`config.mk`:
```
export PLATFORM = sky130hd
export DESIGN_NAME = branch_redirect_unit
export DESIGN_NICKNAME = d
export VERILOG_FILES = /design/src/rtl/branch_redirect_unit.sv
export SDC_FILE = /design/constraint.sdc
export NUM_CORES = 1
export LEC_CHECK = 0
export ABC_AREA = 1
export BUFFER_PORTS_ARGS = -buffer_cell sky130_fd_sc_hd__buf_2
export CAP_MARGIN = 20
export CORE_MARGIN = 5
export CORE_UTILIZATION = 49
export CTS_CLUSTER_DIAMETER = 150
export DETAILED_ROUTE_END_ITERATION = 10
export GPL_TIMING_DRIVEN = 0
export PLACE_DENSITY = 0.88
export SETUP_SLACK_MARGIN = 0.3
export SLEW_MARGIN = 20
export SYNTH_ARGS = -nofsm -noshare
export SYNTH_HDL_FRONTEND = slang
export SYNTH_SLANG_ARGS = --single-unit
```
`constraint.sdc`:
```
create_clock -name Clk -period 1.7 [get_ports Clk]
set_input_delay 0.34 -clock Clk [delete_from_list [all_inputs] [get_ports Clk]]
set_output_delay 0.34 -clock Clk [all_outputs]
set_load 0.05 [all_outputs]
```
`src/rtl/branch_redirect_unit.sv`:
```
// rtl/branch_redirect_unit.sv - fetch PC sequencer with branch/jump redirect, flush and stats
//
// Purpose: drives the IF-stage PC. It advances by 4 each unstalled cycle, and it
// loads a resolved branch or jump target when EX requests a redirect. After a
// redirect it squashes the younger stages for FLUSH_CYCLES cycles. A redirect
// that arrives while fetch is stalled is parked until the stall clears.
//
// Ports:
//   Clk, Rst            clock (rising edge), synchronous active-low reset
//   stall               fetch stall, PC holds while high
//   br_valid/br_taken   conditional branch present / resolved taken
//   br_target           branch target
//   jmp_valid/jmp_target unconditional jump present / target (wins over branch)
//   pc, pc_plus4        current fetch PC and PC + 4
//   flush               squash IF/ID (registered)
//   redirect            one-cycle pulse aligned with a freshly loaded target
//   br_count            conditional branches resolved (saturating)
//   taken_count         conditional branches taken (saturating)
module branch_redirect_unit #(
    parameter logic [31:0] RESET_PC     = 32'h0000_0000,
    parameter int unsigned FLUSH_CYCLES = 2,
    parameter int unsigned CNT_W        = 16
) (
    input  logic             Clk,
    input  logic             Rst,
    input  logic             stall,
    input  logic             br_valid,
    input  logic             br_taken,
    input  logic [31:0]      br_target,
    input  logic             jmp_valid,
    input  logic [31:0]      jmp_target,
    output logic [31:0]      pc,
    output logic [31:0]      pc_plus4,
    output logic             flush,
    output logic             redirect,
    output logic [CNT_W-1:0] br_count,
    output logic [CNT_W-1:0] taken_count
);

    typedef enum logic [1:0] {
        ST_RUN   = 2'd0,
        ST_PEND  = 2'd1,
        ST_FLUSH = 2'd2
    } state_e;

    localparam logic [2:0]       FLUSH_INIT = 3'(FLUSH_CYCLES);
    localparam logic [CNT_W-1:0] CNT_ONE    = {{(CNT_W-1){1'b0}}, 1'b1};
    localparam logic [CNT_W-1:0] CNT_MAX    = {CNT_W{1'b1}};

    state_e           state_q, state_d;
    logic [31:0]      pc_q, pc_d;
    logic [31:0]      pend_q, pend_d;
    logic [2:0]       fcnt_q, fcnt_d;
    logic             flush_q, flush_d;
    logic             redirect_q, redirect_d;
    logic [CNT_W-1:0] br_cnt_q, br_cnt_d;
    logic [CNT_W-1:0] tk_cnt_q, tk_cnt_d;

    logic             req;
    logic [31:0]      tgt_raw;
    logic [31:0]      tgt;
    logic [31:0]      pc_seq;

    assign req     = jmp_valid | (br_valid & br_taken);
    assign tgt_raw = jmp_valid ? jmp_target : br_target;
    assign tgt     = {tgt_raw[31:2], 2'b00};
    assign pc_seq  = pc_q + 32'd4;

    always_comb begin
        state_d    = state_q;
        pc_d       = pc_q;
        pend_d     = pend_q;
        fcnt_d     = fcnt_q;
        flush_d    = 1'b0;
        redirect_d = 1'b0;
        br_cnt_d   = br_cnt_q;
        tk_cnt_d   = tk_cnt_q;

        unique case (state_q)
            ST_RUN: begin
                if (br_valid && (br_cnt_q != CNT_MAX)) begin
                    br_cnt_d = br_cnt_q + CNT_ONE;
                end
                if (br_valid && br_taken && (tk_cnt_q != CNT_MAX)) begin
                    tk_cnt_d = tk_cnt_q + CNT_ONE;
                end
                if (req) begin
                    // Flush either way: the stalled younger instruction must die now.
                    flush_d = 1'b1;
                    if (!stall) begin
                        pc_d       = tgt;
                        redirect_d = 1'b1;
                        fcnt_d     = FLUSH_INIT;
                        state_d    = ST_FLUSH;
                    end else begin
                        pend_d  = tgt;
                        state_d = ST_PEND;
                    end
                end else if (!stall) begin
                    pc_d = pc_seq;
                end
            end
            ST_PEND: begin
                flush_d = 1'b1;
                if (!stall) begin
                    pc_d       = pend_q;
                    redirect_d = 1'b1;
                    fcnt_d     = FLUSH_INIT;
                    state_d    = ST_FLUSH;
                end
            end
            ST_FLUSH: begin
                if (!stall) begin
                    pc_d = pc_seq;
                end
                // Counter runs regardless of stall; the last count drops flush.
                fcnt_d = fcnt_q - 3'd1;
                if (fcnt_q == 3'd1) begin
                    state_d = ST_RUN;
                end else begin
                    flush_d = 1'b1;
                end
            end
            default: begin
                state_d = ST_RUN;
            end
        endcase
    end

    always_ff @(posedge Clk) begin
        if (!Rst) begin
            state_q    <= ST_RUN;
            pc_q       <= RESET_PC;
            pend_q     <= 32'd0;
            fcnt_q     <= 3'd0;
            flush_q    <= 1'b0;
            redirect_q <= 1'b0;
            br_cnt_q   <= '0;
            tk_cnt_q   <= '0;
        end else begin
            state_q    <= state_d;
            pc_q       <= pc_d;
            pend_q     <= pend_d;
            fcnt_q     <= fcnt_d;
            flush_q    <= flush_d;
            redirect_q <= redirect_d;
            br_cnt_q   <= br_cnt_d;
            tk_cnt_q   <= tk_cnt_d;
        end
    end

    assign pc          = pc_q;
    assign pc_plus4    = pc_seq;
    assign flush       = flush_q;
    assign redirect    = redirect_q;
    assign br_count    = br_cnt_q;
    assign taken_count = tk_cnt_q;

endmodule

```
==> flow_summary_export.csv, run 1 <==
group,metric,value,unit
sta,worst-endpoint-pin-kind,"primary output",
die,num_rows,43,
clock_network,cts_buffer_depth,2,
run_status,stop_stage,"global routing",
clock_network,cts_max_level,3,
die,die_width,127.4,microns
placed_design,dp_hpwl,17930,microns
synth,yosysTopAreaCell,"dfxtp_1",
synth,synth_edf_count,0,
clock_network,hold_buffers,0,
placed_design,gp_congestion,0.9841,
die,start_util,49.24,%
synth,syn_area_per_cell,6.307,sq um
synth,ys_top_cells_by_area,"dfxtp_1 29%, nand2_1 18%, a21oi_1 9.9%",
synth,syn_area,6755,sq um
global_route,grt_usage,70.57,%
synth,yosysSeqAreaShare,29.34,%
synth,yosys-top-cells-count,"317 x nand2_1, 133 x a21oi_1, 101 x nand3_1",
synth,yosysMostFrequentCell,"nand2_1",
die,die_h,127.4,microns
placed_design,dp_cells,1412,
synth,synth-seq-cells,99,
sta,crit_endpoint,"pc_plus4[26]",
synth,synth.distinct_cells,43,
die,io_pins,168,
clock_network,cts_sinks,99,
synth,synthCells,1071,
run_status,stop_error,"[ERROR GRT-0232] Routing congestion too high. Check the congestion heatmap in the GUI.",
run_status,status,"stopped before the end",
synth,ys.flop_type,"dfxtp_1",
placed_design,io_buffers,158,
synth,async_flop_share,0,%
synth,yosysTopAreaCellShare,29.34,%
clock_network,cts_buffers,9,
global_route,grt_overflow_total,3,
synth,ys_warn_count,0,
global_route,grt_max_degree,19,
clock_network,root_buffer,"clkbuf_16",
## stage by stage
step,hold slack [ns],cell area (sq um),worst slack [ns]
CTS,0.3150,10700,-0.5122
floorplan,0.4245,7360,-0.2323
global placement,0.4344,8376,-0.4060
detailed placement,0.4391,8376,-0.4498
## cell families after synthesis
kind of cell	Yosys count	synth area share, %
compound gates	210	16.39
xor+xnor	27	3.834
fa+ha+maj	9	1.667
buf+inv	151	9.428
flops	99	29.34
mux	25	4.130
other cells	1	0.05551
simple gates	549	35.15
## repair_timing
item | in CTS
setup endpoints to repair | 130
pin swaps | 86
gates resized for setup | 365
setup buffers | 77
cloned | 10
## routing by layer
metal,overflow,GRT usage [%]
met1,0,69.72
met2,1,87.77
met3,0,56.65
met4,2,67.89
met5,0,25.08
==> run 2: changes to the inputs <==
--- a/config.mk
+++ b/config.mk
@@ -9,12 +9,10 @@
 export BUFFER_PORTS_ARGS = -buffer_cell sky130_fd_sc_hd__buf_2
 export CAP_MARGIN = 20
 export CORE_MARGIN = 5
-export CORE_UTILIZATION = 49
-export CTS_CLUSTER_DIAMETER = 150
+export CORE_UTILIZATION = 40
 export DETAILED_ROUTE_END_ITERATION = 10
 export GPL_TIMING_DRIVEN = 0
-export PLACE_DENSITY = 0.88
-export SETUP_SLACK_MARGIN = 0.3
+export PLACE_DENSITY_LB_ADDON = 0.15
 export SLEW_MARGIN = 20
 export SYNTH_ARGS = -nofsm -noshare
 export SYNTH_HDL_FRONTEND = slang
==> constraint.sdc (replaced) <==
create_clock -name Clk -period 2.21 [get_ports Clk]
set_input_delay 0.442 -clock Clk [delete_from_list [all_inputs] [get_ports Clk]]
set_output_delay 0.442 -clock Clk [all_outputs]
set_load 0.05 [all_outputs]
==> flow_summary_export.csv, run 2 <==
group,metric,value,unit
synth,synth-seq-cells,99,
layout,fin_area,8996,sq um
die,coreArea,16580,sq um
setup_path,setup.worst_path.start_class,"flip-flop",
die,die_h,140.0,microns
pwr,power.density,1020,nW/um^2
run_status,status,"complete, but fails checks",
setup_path,rr_worst_depth,17,
sta,max_freq,440.4,MHz
sta,max_slew_margin,52.22,%
global_route,grt_pass1_wl,37800,microns
synth,synthCells,1071,
synth,synth_edf_count,0,
setup_path,crit_slowest_cell,"dfxtp_4",
sta,worst_clock_skew,0.01171,ns
routing,firstDrtPassIters,5,
sta,min_period_over_period,102.7,%
clock_network,clk_pin_slew,0.07,ns
synth,ys_top_cells_by_area,"dfxtp_1 29%, nand2_1 18%, a21oi_1 9.9%",
die,num_rows,47,
routing,vias_per_cell,5.189,
setup_path,cp_data_required_time,1.77,ns
synth,async_flop_share,0,%
die,io_pins,168,
global_route,grt_pass1_vias,7285,
setup_path,worstPathCellList,"ha_4 > nand2_4 > nor2_4 > nand2_4 > nor2_4 > buf_6 > nand2_2 > nand2_2 > nand2_2 > buf_8",
die,start_util,40.73,%
layout,final_common_cell,"nand2_1",
placed_design,gp_congestion,0.8925,
layout,fillCellCount,1700,
run,maxCapViolations,0,
global_route,grt_usage,23.66,%
synth,syn_area,6755,sq um
synth,yosysSeqAreaShare,29.34,%
hold_path,whs_path_depth,3,
clock_network,cts_sinks,99,
clock_network,cts_tree,"done",
setup_path,critPathMostFrequentCell,"nand2_2",
die,die_area,19590,sq um
routing,remaining_drc_errors,0,
run_status,violations,"negative setup slack",
layout,area_delta_synth_final,33.17,%
synth,synth.distinct_cells,43,
routing,dr_total_vias,7747,
setup_path,arrival,1.83,ns
clock_network,root_buffer,"clkbuf_16",
sta,tightest_slew,0.7168,ns
layout,drive_above_1_share,30.64,%
placed_design,io_buffers,158,
routing,ant_nets,0,
setup_path,crit_type,"flip-flop to output pin",
sta,tns,-0.3231,ns
sta,setup_violations,10,
placed_design,placedInstanceArea,7911,sq um
clock_network,hold_buffers,0,
hold_path,min_path_type,"input port to flip-flop",
routing,drt-initial-drc-count,567,
sta,rsz0062_at_grt,"yes",
placed_design,dp_hpwl,18090,microns
global_route,grt_max_degree,18,
pwr,p_leak,0.003886,uW
setup_path,critical-path-max-stage-delay,0.38,ns
sta,slew_viol_final,0,
synth,yosysTopAreaCell,"dfxtp_1",
synth,yosysMostFrequentCell,"nand2_1",
synth,ys_warn_count,0,
routing,wl_per_cell,15.98,microns
clock_network,cts_max_level,3,
synth,ys.flop_type,"dfxtp_1",
setup_path,worstSetupEndpointType,"output pin",
routing,drt-total-wl,23860,microns
sta,hold_viol_final,0,
sta,holdWs,0.4239,ns
clock_network,clk_latency,0.36,ns
clock_network,cts_buffers,9,
layout,layout.nets,1347,
synth,syn_area_per_cell,6.307,sq um
sta,fin_ws,-0.06066,ns
global_route,grt_overflow_total,0,
layout,layout_common_cells,"286 x nand2_1, 154 x buf_2, 132 x a21oi_1",
global_route,antenna_found_initial,0,
setup_path,crit_fanout,4,
sta,layout_min_cycle_time,2.271,ns
clock_network,cts_buffer_depth,2,
layout,num_antenna_cells,0,
synth,yosys-top-cells-count,"317 x nand2_1, 133 x a21oi_1, 101 x nand3_1",
synth,yosysTopAreaCellShare,29.34,%
die,die_width,140.0,microns
pwr,peakVddDrop,493.7,uV
==> run 2: cell counts after synthesis <==
Identical to the previous run, type by type.
==> run 2: per-stage QoR <==
| stage | total power, uW | cells | util [%] | worst slack, ns |
|---|---|---|---|---|
| 3_3_place_gp | 6777 | 1452 | 47.71 | -0.09444 |
| 3_5_place_dp | 6799 | 1452 | 47.71 | -0.1241 |
| 6_report | 9179 | 1493 | 54.25 | -0.06066 |
| 4_1_cts | 8960 | 1487 | 52.41 | -0.05683 |
| 2_1_floorplan | 5660 | 1074 | - | 0.004394 |
| 5_1_grt | 9686 | 1493 | 54.25 | -0.1577 |
==> run 2: routing by layer <==
metal	GRT usage, %	vias up	routed length [microns]
met5	0	-	0
met4	6.017	0	437
met3	5.249	34	1687
met2	40.87	303	11500
met1	30.00	3513	10230
li1	-	3897	-
==> run 2: kinds of logic after synthesis <==
group	Yosys count	share of synthesized area (%)
buf+inv	151	9.428
flops	99	29.34
simple gates	549	35.15
compound gates	210	16.39
other cells	1	0.05551
mux	25	4.130
xor+xnor	27	3.834
fa+ha+maj	9	1.667
==> run 2: final cells by class <==
| type | instances | area [sq um] | share of cell area [%] |
|---|---|---|---|
| inverter | 93 | 351.6 | 3.908 |
| tap | 220 | 275.3 | 3.060 |
| clock buffer | 10 | 229.0 | 2.545 |
| sequential | 99 | 2044 | 22.73 |
| clock inverter | 6 | 93.84 | 1.043 |
| timing repair buffer | 184 | 1187 | 13.20 |
| multi-input combinational | 824 | 4526 | 50.31 |
| buffer | 57 | 289.0 | 3.213 |
==> run 2: what timing repair did <==
action                     in CTS  in global routing
setup endpoints to repair      24                 54
pin swaps                      19                 29
gates resized for setup       109                 78
setup buffers                  20                  7
==> run 2: worst paths after layout <==
| check | from | end | slack [ns] |
|---|---|---|---|
| worst max-delay path | pc[3] | pc_plus4[22] | -0.06 |
| worst min-delay path | br_target[13] | pend_q[13] | 0.42 |
| worst max register to register | pc[3] | pc[24] | 0.13 |
| worst min register to register | pend_q[6] | pend_q[6] | 0.45 |
==> run 2: power by group <==
group	internal [uW]	switching, uW	total (uW)	leakage, uW
combinational	1510	3340	4850	0.00290
clock	1010	769	1780	0.000159
sequential	2130	421	2550	0.000822
==> run 2: critical path: cells and delay by family, from the launching register on <==
kind	cells	cell delay (ns)
simple gates	7	0.64
flops	1	0.38
buf+inv	2	0.28
fa+ha+maj	1	0.16
No activity file was read; power rests on OpenSTA's default activity.
==> run 3: changes to the inputs <==
--- a/config.mk
+++ b/config.mk
@@ -5,7 +5,7 @@
 export SDC_FILE = /design/constraint.sdc
 export NUM_CORES = 1
 export LEC_CHECK = 0
-export ABC_AREA = 1
+export ABC_AREA = 0
 export BUFFER_PORTS_ARGS = -buffer_cell sky130_fd_sc_hd__buf_2
 export CAP_MARGIN = 20
 export CORE_MARGIN = 5
==> flow_summary_export.csv, run 3 <==
group,metric,value,unit
layout,instances_no_fill,1271,
run,maxCapViolations,0,
global_route,grt_max_degree,18,
sta,max_slew_margin,41.43,%
global_route,grt_pass1_wl,40490,microns
placed_design,io_buffers,156,
setup_path,r2r_start,"pc[3]",
sta,layout_min_cycle_time,2.473,ns
clock_network,cts_tree,"done",
die,start_util,40.91,%
synth,synth_compound_area_share,22.31,%
placed_design,pre_cts_ws,-0.6597,ns
synth,yosysTopAreaCellShare,30.50,%
setup_path,crit_fanout,10,
setup_path,rrSetupSlack,0,ns
layout,layout.nets,1128,
routing,drt-initial-drc-count,837,
clock_network,hold_buffers,0,
routing,drt-total-wl,27130,microns
pwr,p_leak,0.004114,uW
synth,async_flop_share,0,%
clock_network,cts_buffers,9,
clock_network,root_buffer,"clkbuf_16",
routing,firstDrtPassIters,7,
synth,synth_top_family_by_area,"simple AND/OR/NAND/NOR gates",
synth,ys_warn_count,0,
sta,worst_clock_skew,0.006632,ns
pwr,power.density,823.0,nW/um^2
hold_path,whs_endpoint,"pend_q[9]",
synth,syn_area,6499,sq um
layout,final_common_cell,"buf_2",
synth,ys_top_cells_by_area,"dfxtp_1 30%, nor2_1 5.1%, xnor2_1 5.0%",
synth,syn_area_per_cell,7.974,sq um
die,num_rows,46,
synth,synthMuxAreaShare,4.197,%
clock_network,clk_latency,0.37,ns
setup_path,worstSetupEndpointType,"output pin",
layout,layout_common_cells,"140 x buf_2, 78 x nor2_1, 75 x buf_4",
clock_network,cts_buffer_depth,2,
sta,setup_violations,23,
synth,yosysTopAreaCell,"dfxtp_1",
routing,vias_per_cell,5.777,
routing,wl_per_cell,21.34,microns
setup_path,crit_type,"flip-flop to output pin",
hold_path,min_path_type,"input port to flip-flop",
clock_network,cts_max_level,3,
hold_path,min_from,"jmp_target[9]",
synth,ys.flop_type,"dfxtp_1",
routing,remaining_drc_errors,0,
setup_path,cp_data_required_time,1.77,ns
sta,fin_ws,-0.2634,ns
pwr,peakVddDrop,409.7,uV
synth,synth_edf_count,0,
layout,fillCellCount,1431,
synth,yosysSeqAreaShare,30.50,%
global_route,grt_usage,28.05,%
die,die_width,137.5,microns
global_route,grt_overflow_total,0,
synth,synthCells,815,
sta,max_freq,404.3,MHz
run_status,status,"complete, but fails checks",
synth,yosys-top-cells-count,"99 x dfxtp_1, 89 x nor2_1, 58 x nand2_1",
setup_path,arrival,2.03,ns
synth,synth_xor_area_share,9.973,%
sta,rsz0062_at_grt,"yes",
sta,min_period_over_period,111.9,%
layout,drive_above_1_share,39.75,%
routing,dr_total_vias,7343,
die,die_h,137.5,microns
placed_design,gp_congestion,1.002,
setup_path,rr_worst_depth,9,
run_status,violations,"negative setup slack",
sta,slew_viol_final,0,
clock_network,cts_sinks,99,
placed_design,dp_cells,1190,
setup_path,setup.worst_path.start_class,"flip-flop",
synth,yosysMostFrequentCell,"dfxtp_1",
synth,synth-simple-area-share,24.97,%
sta,tightest_slew,0.8786,ns
synth,synth-seq-cells,99,
clock_network,clk_pin_slew,0.08,ns
die,die_area,18900,sq um
routing,ant_nets,0,
hold_path,whs_path_depth,3,
layout,area_delta_synth_final,47.75,%
die,coreArea,15890,sq um
synth,synth.distinct_cells,76,
global_route,grt_pass1_vias,6940,
sta,hold_viol_final,0,
synth,post_synth_fa_ha_maj_area_fraction,1.733,%
placed_design,dp_hpwl,19110,microns
die,io_pins,168,
setup_path,r2r-end,"pc[11]",
global_route,antenna_found_initial,2,
-- run 3: cell types whose count changed after synthesis, moves of 22 or more --
cell and change:
inv_1 -65, mux2i_1 +23, xor2_1 +22, xnor2_1 +28, nand2_1 -259, a211oi_1 +31, nand3_1 -69, a21oi_1 -93
-- run 3: critical path: stages (launching register included) --
cell	delay (ns)
dfxtp_2	0.36
buf_4	0.20
and2_0	0.16
clkbuf_4	0.21
nand3_4	0.13
nor2_4	0.16
nand3_4	0.11
xnor2_4	0.15
buf_6	0.17
-- run 3: routing by layer --
metal  vias to the layer above  wire [microns]  track usage [%]
li1                       3432               -                -
met1                      3466           11180            36.43
met2                       374           12490            45.01
met3                        67            2632            8.108
met4                         4             808            8.647
met5                         -              19                0
-- run 3: final cells by class --
type,instances,area (sq um),area share (%)
Timing Repair Buffer,237,1624,16.91
Clock buffer,11,252.7,2.632
Antenna cell,1,2.502,0.02606
Tap cell,216,270.3,2.815
Buffer,57,304.0,3.167
Sequential cell,99,2064,21.50
Clock inverter,5,67.56,0.7037
Inverter,19,71.32,0.7428
Multi-Input combinational cell,626,4945,51.50
-- run 3: worst max path at each step --
stage | start | end | slack, ns | cells past startpoint
6_report | pc[21] | pc_plus4[27] | -0.26 | 8
5_1_grt | pc[21] | pc_plus4[27] | -0.37 | 8
4_1_cts | pc[13] | pc_plus4[27] | -0.28 | 8
3_5_place_dp | state_q[1] | pc[30] | -0.66 | 8
3_3_place_gp | state_q[0] | pc[30] | -0.67 | 8
2_1_floorplan | pc[10] | pc_plus4[27] | -0.25 | 7
-- run 3: power by group --
part           switching [uW]  leakage [uW]  internal (uW)  total [uW]
combinational            2470       0.00313           1310        3780
clock                     789      0.000159            960        1750
sequential                324      0.000827           2040        2370
total                    3590       0.00411           4320        7900
-- run 3: per-stage QoR --
stage	area [sq um]	util, %	TNS, ns	total power, uW	hold slack (ns)
final	9602	60.44	-3.701	7902	0.3888
after global routing	9599	60.43	-5.902	8208	0.4159
after CTS	9140	57.54	-3.392	7596	0.3874
after detailed placement	8183	51.51	-20.50	5614	0.4949
after global placement	8183	51.51	-19.81	5600	0.4867
after floorplan	7132	-	-1.811	4741	0.4592
-- run 3: repair_timing --
| item | CTS | global route |
|---|---|---|
| buffers inserted | 55 | 32 |
| gates cloned | 0 | 0 |
| setup endpoints to repair | 73 | 84 |
| pin swaps | 34 | 38 |
| resized for setup | 102 | 77 |
-- run 3: kinds of logic (layout without fill, tap and decap cells) --
group | after synthesis | count (layout)
simple gates | 297 | 297
buf+inv | 93 | 329
compound gates | 215 | 215
xor+xnor | 74 | 74
other cells | 1 | 5
mux | 27 | 27
fa+ha+maj | 9 | 9
flops | 99 | 99
